==> src/rtl/minirisc_pkg.sv <==
// rtl/minirisc_pkg.sv - shared fetch defaults, FSM state type and imm16 field bounds
package minirisc_pkg;

    localparam logic [31:0] RESET_PC_DEFAULT = 32'h0000_0000;
    localparam int          PC_STEP_DEFAULT  = 4;

    // Immediate operand field inside the instruction word.
    localparam int IMM16_HI = 15;
    localparam int IMM16_LO = 0;

    typedef enum logic [1:0] {
        IDLE   = 2'd0,
        FETCH  = 2'd1,
        DECODE = 2'd2
    } fetch_state_e;

endpackage

==> src/rtl/pc_unit.sv <==
// rtl/pc_unit.sv - program counter and squash flag with increment/redirect logic
// Ports: clk, rst_n (sync, active-low); redirect/target load a branch address;
// advance steps pc by PC_STEP; set_squash/clr_squash control the squash flag.
// pc/squash are the registered values, pc_d/squash_d the values they take next edge.
module pc_unit
    import minirisc_pkg::*;
#(
    parameter logic [31:0] RESET_PC = RESET_PC_DEFAULT,
    parameter int          PC_STEP  = PC_STEP_DEFAULT
) (
    input  logic        clk,
    input  logic        rst_n,
    input  logic        redirect,
    input  logic [31:0] target,
    input  logic        advance,
    input  logic        set_squash,
    input  logic        clr_squash,
    output logic [31:0] pc,
    output logic [31:0] pc_d,
    output logic        squash,
    output logic        squash_d
);

    always_comb begin
        pc_d = pc;
        if (redirect) begin
            pc_d = target;
        end else if (advance) begin
            // Wraps naturally modulo 2^32.
            pc_d = pc + 32'(PC_STEP);
        end

        squash_d = squash;
        if (set_squash) begin
            squash_d = 1'b1;
        end else if (clr_squash) begin
            squash_d = 1'b0;
        end
    end

    always_ff @(posedge clk) begin
        if (!rst_n) begin
            pc     <= RESET_PC;
            squash <= 1'b0;
        end else begin
            pc     <= pc_d;
            squash <= squash_d;
        end
    end

endmodule

==> src/rtl/instr_fetch.sv <==
// rtl/instr_fetch.sv - instruction fetch FSM driving imem and holding the IR for decode
// Ports: clk, rst_n (sync, active-low); imem_req/imem_addr request a word,
// imem_rdata/imem_valid return it; branch_taken/branch_target redirect the pc;
// stall holds decode; ir_valid/ir/imm16/pc_out present the instruction.
// Optional macro IFETCH_PERF_CNT_EN adds fetch_cnt and stall_cnt outputs.
module instr_fetch
    import minirisc_pkg::*;
#(
    parameter logic [31:0] RESET_PC = RESET_PC_DEFAULT,
    parameter int          PC_STEP  = PC_STEP_DEFAULT
) (
    input  logic        clk,
    input  logic        rst_n,
    output logic        imem_req,
    output logic [31:0] imem_addr,
    input  logic [31:0] imem_rdata,
    input  logic        imem_valid,
    input  logic        branch_taken,
    input  logic [31:0] branch_target,
    input  logic        stall,
    output logic        ir_valid,
    output logic [31:0] ir,
    output logic [15:0] imm16,
    output logic [31:0] pc_out
`ifdef IFETCH_PERF_CNT_EN
    ,
    output logic [31:0] fetch_cnt,
    output logic [31:0] stall_cnt
`endif
);

    fetch_state_e state;
    logic [31:0]  pc;
    logic [31:0]  pc_d;
    logic         squash;
    logic         squash_d;
    logic         in_fetch;
    logic         load_ir;
    logic         set_squash;
    logic         clr_squash;

    assign in_fetch   = (state == FETCH);
    // A response is only accepted when no redirect arrives with it and it
    // does not belong to a request abandoned by an earlier branch.
    assign load_ir    = in_fetch && imem_valid && !branch_taken && !squash;
    assign set_squash = in_fetch && branch_taken && !imem_valid;
    assign clr_squash = in_fetch && imem_valid;

    pc_unit #(
        .RESET_PC (RESET_PC),
        .PC_STEP  (PC_STEP)
    ) u_pc_unit (
        .clk        (clk),
        .rst_n      (rst_n),
        .redirect   (branch_taken),
        .target     (branch_target),
        .advance    (load_ir),
        .set_squash (set_squash),
        .clr_squash (clr_squash),
        .pc         (pc),
        .pc_d       (pc_d),
        .squash     (squash),
        .squash_d   (squash_d)
    );

    assign imm16 = ir[IMM16_HI:IMM16_LO];

    always_ff @(posedge clk) begin
        if (!rst_n) begin
            state     <= IDLE;
            imem_req  <= 1'b0;
            imem_addr <= RESET_PC;
            ir_valid  <= 1'b0;
            ir        <= 32'h0;
            pc_out    <= 32'h0;
        end else begin
            // While a squashed request is still in flight the address must
            // stay on the abandoned word; otherwise it tracks the next pc.
            if (!squash_d) begin
                imem_addr <= pc_d;
            end
            if (load_ir) begin
                ir     <= imem_rdata;
                pc_out <= pc;
            end
            case (state)
                IDLE: begin
                    state    <= FETCH;
                    imem_req <= 1'b1;
                end
                FETCH: begin
                    if (load_ir) begin
                        state    <= DECODE;
                        imem_req <= 1'b0;
                        ir_valid <= 1'b1;
                    end
                end
                DECODE: begin
                    if (branch_taken || !stall) begin
                        state    <= FETCH;
                        imem_req <= 1'b1;
                        ir_valid <= 1'b0;
                    end
                end
                default: begin
                    state    <= IDLE;
                    imem_req <= 1'b0;
                    ir_valid <= 1'b0;
                end
            endcase
        end
    end

`ifdef IFETCH_PERF_CNT_EN
    always_ff @(posedge clk) begin
        if (!rst_n) begin
            fetch_cnt <= 32'h0;
            stall_cnt <= 32'h0;
        end else begin
            if (load_ir) begin
                fetch_cnt <= fetch_cnt + 32'h1;
            end
            if ((state == DECODE) && stall) begin
                stall_cnt <= stall_cnt + 32'h1;
            end
        end
    end
`endif

endmodule

==> config.mk <==
export PLATFORM = sky130hd
export DESIGN_NAME = instr_fetch
export DESIGN_NICKNAME = d
export VERILOG_FILES = /design/src/rtl/minirisc_pkg.sv /design/src/rtl/pc_unit.sv /design/src/rtl/instr_fetch.sv
export SDC_FILE = /design/constraint.sdc
export NUM_CORES = 1
export LEC_CHECK = 0
export ABC_CLOCK_PERIOD_IN_PS = 2500
export BUFFER_PORTS_ARGS = -buffer_cell sky130_fd_sc_hd__buf_4
export CELL_PAD_IN_SITES_DETAIL_PLACEMENT = 1
export CELL_PAD_IN_SITES_GLOBAL_PLACEMENT = 1
export CORE_MARGIN = 2
export CORE_UTILIZATION = 37
export DETAILED_ROUTE_END_ITERATION = 7
export GPL_ROUTABILITY_DRIVEN = 1
export PLACE_DENSITY_LB_ADDON = 0.1
export SYNTH_ARGS = -nofsm -noshare
export SYNTH_HDL_FRONTEND = slang
export SYNTH_SLANG_ARGS = --single-unit
==> constraint.sdc <==
create_clock -name clk -period 2.5 [get_ports clk]
set_input_delay 0.625 -clock clk [delete_from_list [all_inputs] [get_ports clk]]
set_output_delay 0.625 -clock clk [all_outputs]
set_load 0.005 [all_outputs]
After elaboration in Yosys (flattened, before gate mapping)
Index checks and enable logic that the tools add are counted.
- logic and storage cells: 40
- register bits after elaboration: 133
- output and inout port bits: 114
- bits of input ports: 69
- reduce and logical (&&, ||, !) cells: 13
- multiplexer cells: 13
- bitwise gates (word level): 1
- equal/unequal tests: 4
- add/subtract/negate cells: 1
- operators by type and width (cell ; count):
    two-way mux 32 bit ; 2
    adder 32 x 3 -> 32 bit, second input constant ; 1
    two-way mux 1 bit ; 6
    one-hot mux 1 bit (3 select lines) ; 2
    one-hot mux 2 bit (3 select lines) ; 1
    logical AND 1 bit ; 5
    logical NOT 1 bit ; 4
    two-way mux 2 bit ; 2
    AND reduction 3 bit ; 1
    equality test 2 x 1 -> 1 bit, second input constant ; 1
    equality test 2 bit, second input constant ; 1
    logical NOT 2 bit ; 1
    != test 2 x 1 -> 1 bit, second input constant ; 1
    != test 2 bit, second input constant ; 1
    AND reduction 2 bit ; 1
    logical OR 1 bit ; 1
    NOT 1 bit ; 1

Depth between registers and ports, before layout
- depth in word-level cells: 6
- depth in mapped cells: 8
- depth with buffers taken out: 6

By module
From an unflattened synthesis, not the netlist that was laid out.
- cells, all modules: 712
- area total of the unflattened synthesis: 6314.8 µm²
- by module, submodules not included (module ; area an instance (µm²) ; times used ; sequential area each (µm²) ; cells an instance):
    instr_fetch ; 4027.6 ; 1 ; 1981.9 ; 415
    pc_unit ; 2287.2 ; 1 ; 660.6 ; 297

Worst setup path after synthesis
OpenSTA, ideal clock, no wires.
- path type: input to register
- from: input branch_taken
- to: register imem_addr[22]
- path slack: 0.457 ns
- stages: 6
- data arrival time: 1.916 ns
- path buffers: 1
- setup time: 0.127 ns
- data required time: 2.373 ns
- cell sequence: buf_6 -> and4bb_2 -> nand3_4 -> or4_1 -> a21oi_1 -> o31ai_1
- word-level cells in the longest chain between the ends: 5
- elaborated cells between the ends (all ways): 8
- classes of those cells: mux: 3; reduce/logical: 5
- ends and longest elaborated chain (what ; RTL line ; RTL):
    start, declared ; instr_fetch.sv:18 ; input logic branch_taken,
    logical NOT 1 bit ; instr_fetch.sv:45 ; assign load_ir = in_fetch && imem_valid && !branch_taken && !squash;
    logical AND 1 bit (2 in a row) ; instr_fetch.sv:45 ;
    two-way mux 32 bit ; pc_unit.sv:28 ; end else if (advance) begin
    two-way mux 32 bit ; pc_unit.sv:26 ; if (redirect) begin
    end signal, assigned ; instr_fetch.sv:80 ; imem_addr <= pc_d;
    end, declared ; instr_fetch.sv:15 ; output logic [31:0] imem_addr,
Several ways; a longest one is shown, not always the timed one.
A chain may end at the register's enable or synchronous reset.

Worst setup path in the final report
- from: register u_pc_unit.pc[3]
- to: register imem_addr[16]
- word-level cells in the longest chain between the ends: 3
- ends and longest elaborated chain (what ; RTL line ; RTL):
    start, declared ; pc_unit.sv:18 ; output logic [31:0] pc,
    start signal, assigned ; pc_unit.sv:46 ; pc <= pc_d;
    adder 32 x 3 -> 32 bit ; pc_unit.sv:30 ; pc_d = pc + 32'(PC_STEP);
    two-way mux 32 bit ; pc_unit.sv:28 ;
    two-way mux 32 bit ; pc_unit.sv:26 ;
Every way passes these cells.

==> metrics.csv <==
stage;metric;value;unit
outcome;status;finished, final reports clean;
clock_tree;htreeDepth;4;
route;dr.first_iter.drc_count;192;
clock_tree;post_cts_resized;0;
logic_synthesis;synth_cells;659;
critical_path;start_kind;flip-flop;
clock_tree;clkSlewWorstSetupHoldPaths;0.06;ns
power;power.density;721;nW/µm²
power;pwr-share-comb;0.109;
logic_synthesis;yosysTopAreaCellShare;0.466;
logic_synthesis;synthXorXnorAreaFrac;0.0216;
clock_tree;cts_max_path_buffers;2;
critical_path;cp.arrival;2.35;ns
critical_path;crit_path_top_delay_cell;dfxtp_1;
critical_path;path_max_fanout;9;
critical_path;timing.rr.start;u_pc_unit.pc[3];
layout;area_delta_synth_final;36.0;%
global_routing;gr-usage-met1;0.261;
timing;final_hold_viol_count;0;
critical_path;slowest_delay;0.43;ns
timing;max_freq;486;MHz
layout;drive_gt1_frac;0.316;
place;io_buffer_count;182;
layout;diodes;0;
die;coreArea;15100;µm²
global_routing;grtUsageMet2;0.376;
route;drt_wl_total;17500;µm
clock_tree;holdBufCountCts;0;
clock_tree;postCtsSetupBuffers;0;
timing;max_slew_margin;0.331;
clock_tree;cts_made_buffers;17;
global_routing;grt_antenna_before_repair;0;
logic_synthesis;yosysMostFrequentCell;nand2_1;
logic_synthesis;ys.flop_type;dfxtp_1;
route;drcViolationCount;0;
logic_synthesis;synthAdderAreaFrac;0.00221;
logic_synthesis;yosys_register_bits;132;
route;vias;5312;
timing;tns;0;ns
timing;rsz0062_at_grt;false;
die;die_w;128;µm
route;firstDrtPassIters;4;
logic_synthesis;synth-edff-count;0;
critical_path;path_class;flip-flop to flip-flop;
critical_path;rrSetupSlack;0.44;ns
global_routing;gr-usage-met3;0.0455;
place;place_inst;981;
die;die-area;16300;µm²
min_path;hold_end;pc_out[0];
power;pwr-share-clk;0.471;
global_routing;overflow;0;
clock_tree;cts_sinks;132;
clock_tree;cts_root_buffer;clkbuf_16;
global_routing;grt_pass1_wl;27700;µm
job;drv_cap;0;
logic_synthesis;yosysUniqueCellTypes;64;
logic_synthesis;synth.area.top_cells;dfxtp_1 47%, nand2_1 9.8%, a21oi_1 6.9%;
power;ir_worst_vdd;0.453;mV
layout;nets;882;
critical_path;rr_endpoint;imem_addr[16];
clock_tree;cts_tree;built;
route;ant_nets;0;
place;hpwl;12700;µm
power;p_leak;3.24;nW
global_routing;grt_max_degree;82;
logic_synthesis;synth_common_cells;148 x nand2_1, 132 x dfxtp_1, 78 x a21oi_1;
die;top_level_ports;183;
logic_synthesis;synth-simple-area-share;0.251;
min_path;min_path_type;flip-flop to flip-flop;
route;routed_via_density;5.24;
timing;whs;0.453;ns
timing;setup_viol;0;
power;netSwitchingPower;0.00131;W
min_path;hold_path_depth;2;
global_routing;grt.busiest_layer;met2;
logic_synthesis;synthArstFlopShare;0;
global_routing;grt_pass1_vias;5509;
logic_synthesis;yosysTopAreaCell;dfxtp_1;
layout;final_cells;1013;
critical_path;rr_worst_depth;6;
global_routing;track_usage;0.216;
timing;maxSlewViolCount;0;
critical_path;required;2.79;ns
logic_synthesis;yosys_warnings;0;
die;start_util;0.376;
critical_path;endpoint_kind;flip-flop;
die;std_cell_rows;45;
timing;worst_slew_pin_slew;1.00;ns
min_path;min-delay-start;u_pc_unit.pc[0];
timing;clock_skew;0.00511;ns
logic_synthesis;synth_compound_area_frac;0.163;
power;p_int;0.00425;W
logic_synthesis;syn-cell-area;5670;µm²
timing;fin_crit_sh;0.823;
logic_synthesis;syn_nets;729;
power;p_seq_frac;0.420;
route;routedWlPerCell;17.3;µm
logic_synthesis;muxShareOfSynthArea;0.0252;
die;die_h;128;µm
place;place_congestion;0.844;
logic_synthesis;synth_top_family_by_area;simple AND/OR/NAND/NOR gates;
timing;fin_crit;2.06;ns
critical_path;crit_path_cell_trace;ha_1 > and4bb_2 > nand2_2 > o31a_2 > nor3_1 > o31ai_1;
logic_synthesis;avgSynthCellArea;8.60;µm²
clock_tree;clk_latency;0.41;ns
power;switching_share;0.236;
logic_synthesis;ys_seq_area_frac;0.466;
## registers in the layout, summed over array words and instances, names as in the netlist
register          cells
imem_addr            32
ir                   32
pc_out               32
u_pc_unit.pc         32
state                 2
ir_valid              1
u_pc_unit.squash      1
## power groups by stage
stage / Combinational, W / Sequential (W) / Clock (W)
6_report: 0.000605 / 0.00233 / 0.00262
3_3_place_gp: 0.000594 / 0.00237 / 0
4_1_cts: 0.000615 / 0.00233 / 0.00267
2_1_floorplan: 0.000308 / 0.00235 / 0
5_1_grt: 0.000663 / 0.00235 / 0.00278
3_5_place_dp: 0.000611 / 0.00238 / 0
## cell usage in the layout, fill, tap and decap left out, types with 3 or more instances in the layout
master,count
xnor2_1,12
o21ai_0,17
o22a_1,5
nor3_1,9
a32o_1,5
bufinv_16,3
o31a_2,3
nand2b_1,6
o31ai_1,13
buf_12,4
nand2_1,147
nand3_1,23
nor2b_1,4
clkbuf_16,17
and4_1,4
nor4_1,5
and3_1,4
a311oi_1,3
a21oi_1,78
inv_1,5
mux2i_1,12
clkinv_2,5
nor2_1,32
buf_4,194
o21a_1,7
a211oi_1,3
nor4_2,4
nand4_1,12
and2_1,6
clkbuf_8,6
dfxtp_1,132
## final cells by class
| class | count | area (µm²) |
|---|---|---|
| inverter | 6 | 22.5 |
| timing repair buffer | 198 | 1540 |
| sequential | 132 | 2640 |
| multi-input combinational | 457 | 2640 |
| clock buffer | 23 | 508 |
| tap | 188 | 235 |
| clock inverter | 9 | 123 |
| fill | 1783 | 7380 |
## layer usage
layer | up-vias | share of wire | wire length [µm]
li1 | 2578 | - | -
met1 | 2585 | 0.43 | 7530
met2 | 127 | 0.51 | 8960
met3 | 22 | 0.041 | 715
met4 | 0 | 0.020 | 344
met5 | - | 0 | 0
## critical path, delay by kind of cell (launching register included)
family	cells	cell delay (ns)
and+or+nand+nor	3	0.74
DFF	1	0.43
AOI/OAI and AO/OA	2	0.51
adders and majority gates	1	0.24
## logic make-up after synthesis
kind of cell / count (synthesis)
AND/OR/NAND/NOR: 279
AO/OA/AOI/OAI: 149
flip-flops: 132
buffers and inverters: 70
XOR/XNOR: 14
multiplexers: 14
adder cells (fa/ha/maj): 1
## worst max-delay path by stage
| stage | startpoint | to | slack, ns |
|---|---|---|---|
| 4_1_cts | u_pc_unit.pc[3] | imem_addr[16] | 0.45 |
| 5_1_grt | state[0] | imem_addr[9] | 0.36 |
| 3_5_place_dp | branch_taken | imem_addr[9] | 0.19 |
| 6_report | u_pc_unit.pc[3] | imem_addr[16] | 0.44 |
| 3_3_place_gp | branch_taken | imem_addr[11] | 0.31 |
| 2_1_floorplan | branch_taken | imem_addr[22] | 0.46 |
## metrics by stage
| stage | worst slack, ns | total power (W) | area [µm²] | utilization |
|---|---|---|---|---|
| 2_1_floorplan | 0.457 | 0.00266 | 5670 | - |
| 3_3_place_gp | 0.306 | 0.00297 | 7080 | 0.469 |
| 3_5_place_dp | 0.193 | 0.00299 | 7080 | 0.469 |
| 4_1_cts | 0.448 | 0.00562 | 7710 | 0.511 |
| 5_1_grt | 0.356 | 0.00579 | 7710 | 0.511 |
| 6_report | 0.444 | 0.00556 | 7710 | 0.511 |
Power figures use the tool's default switching activity.
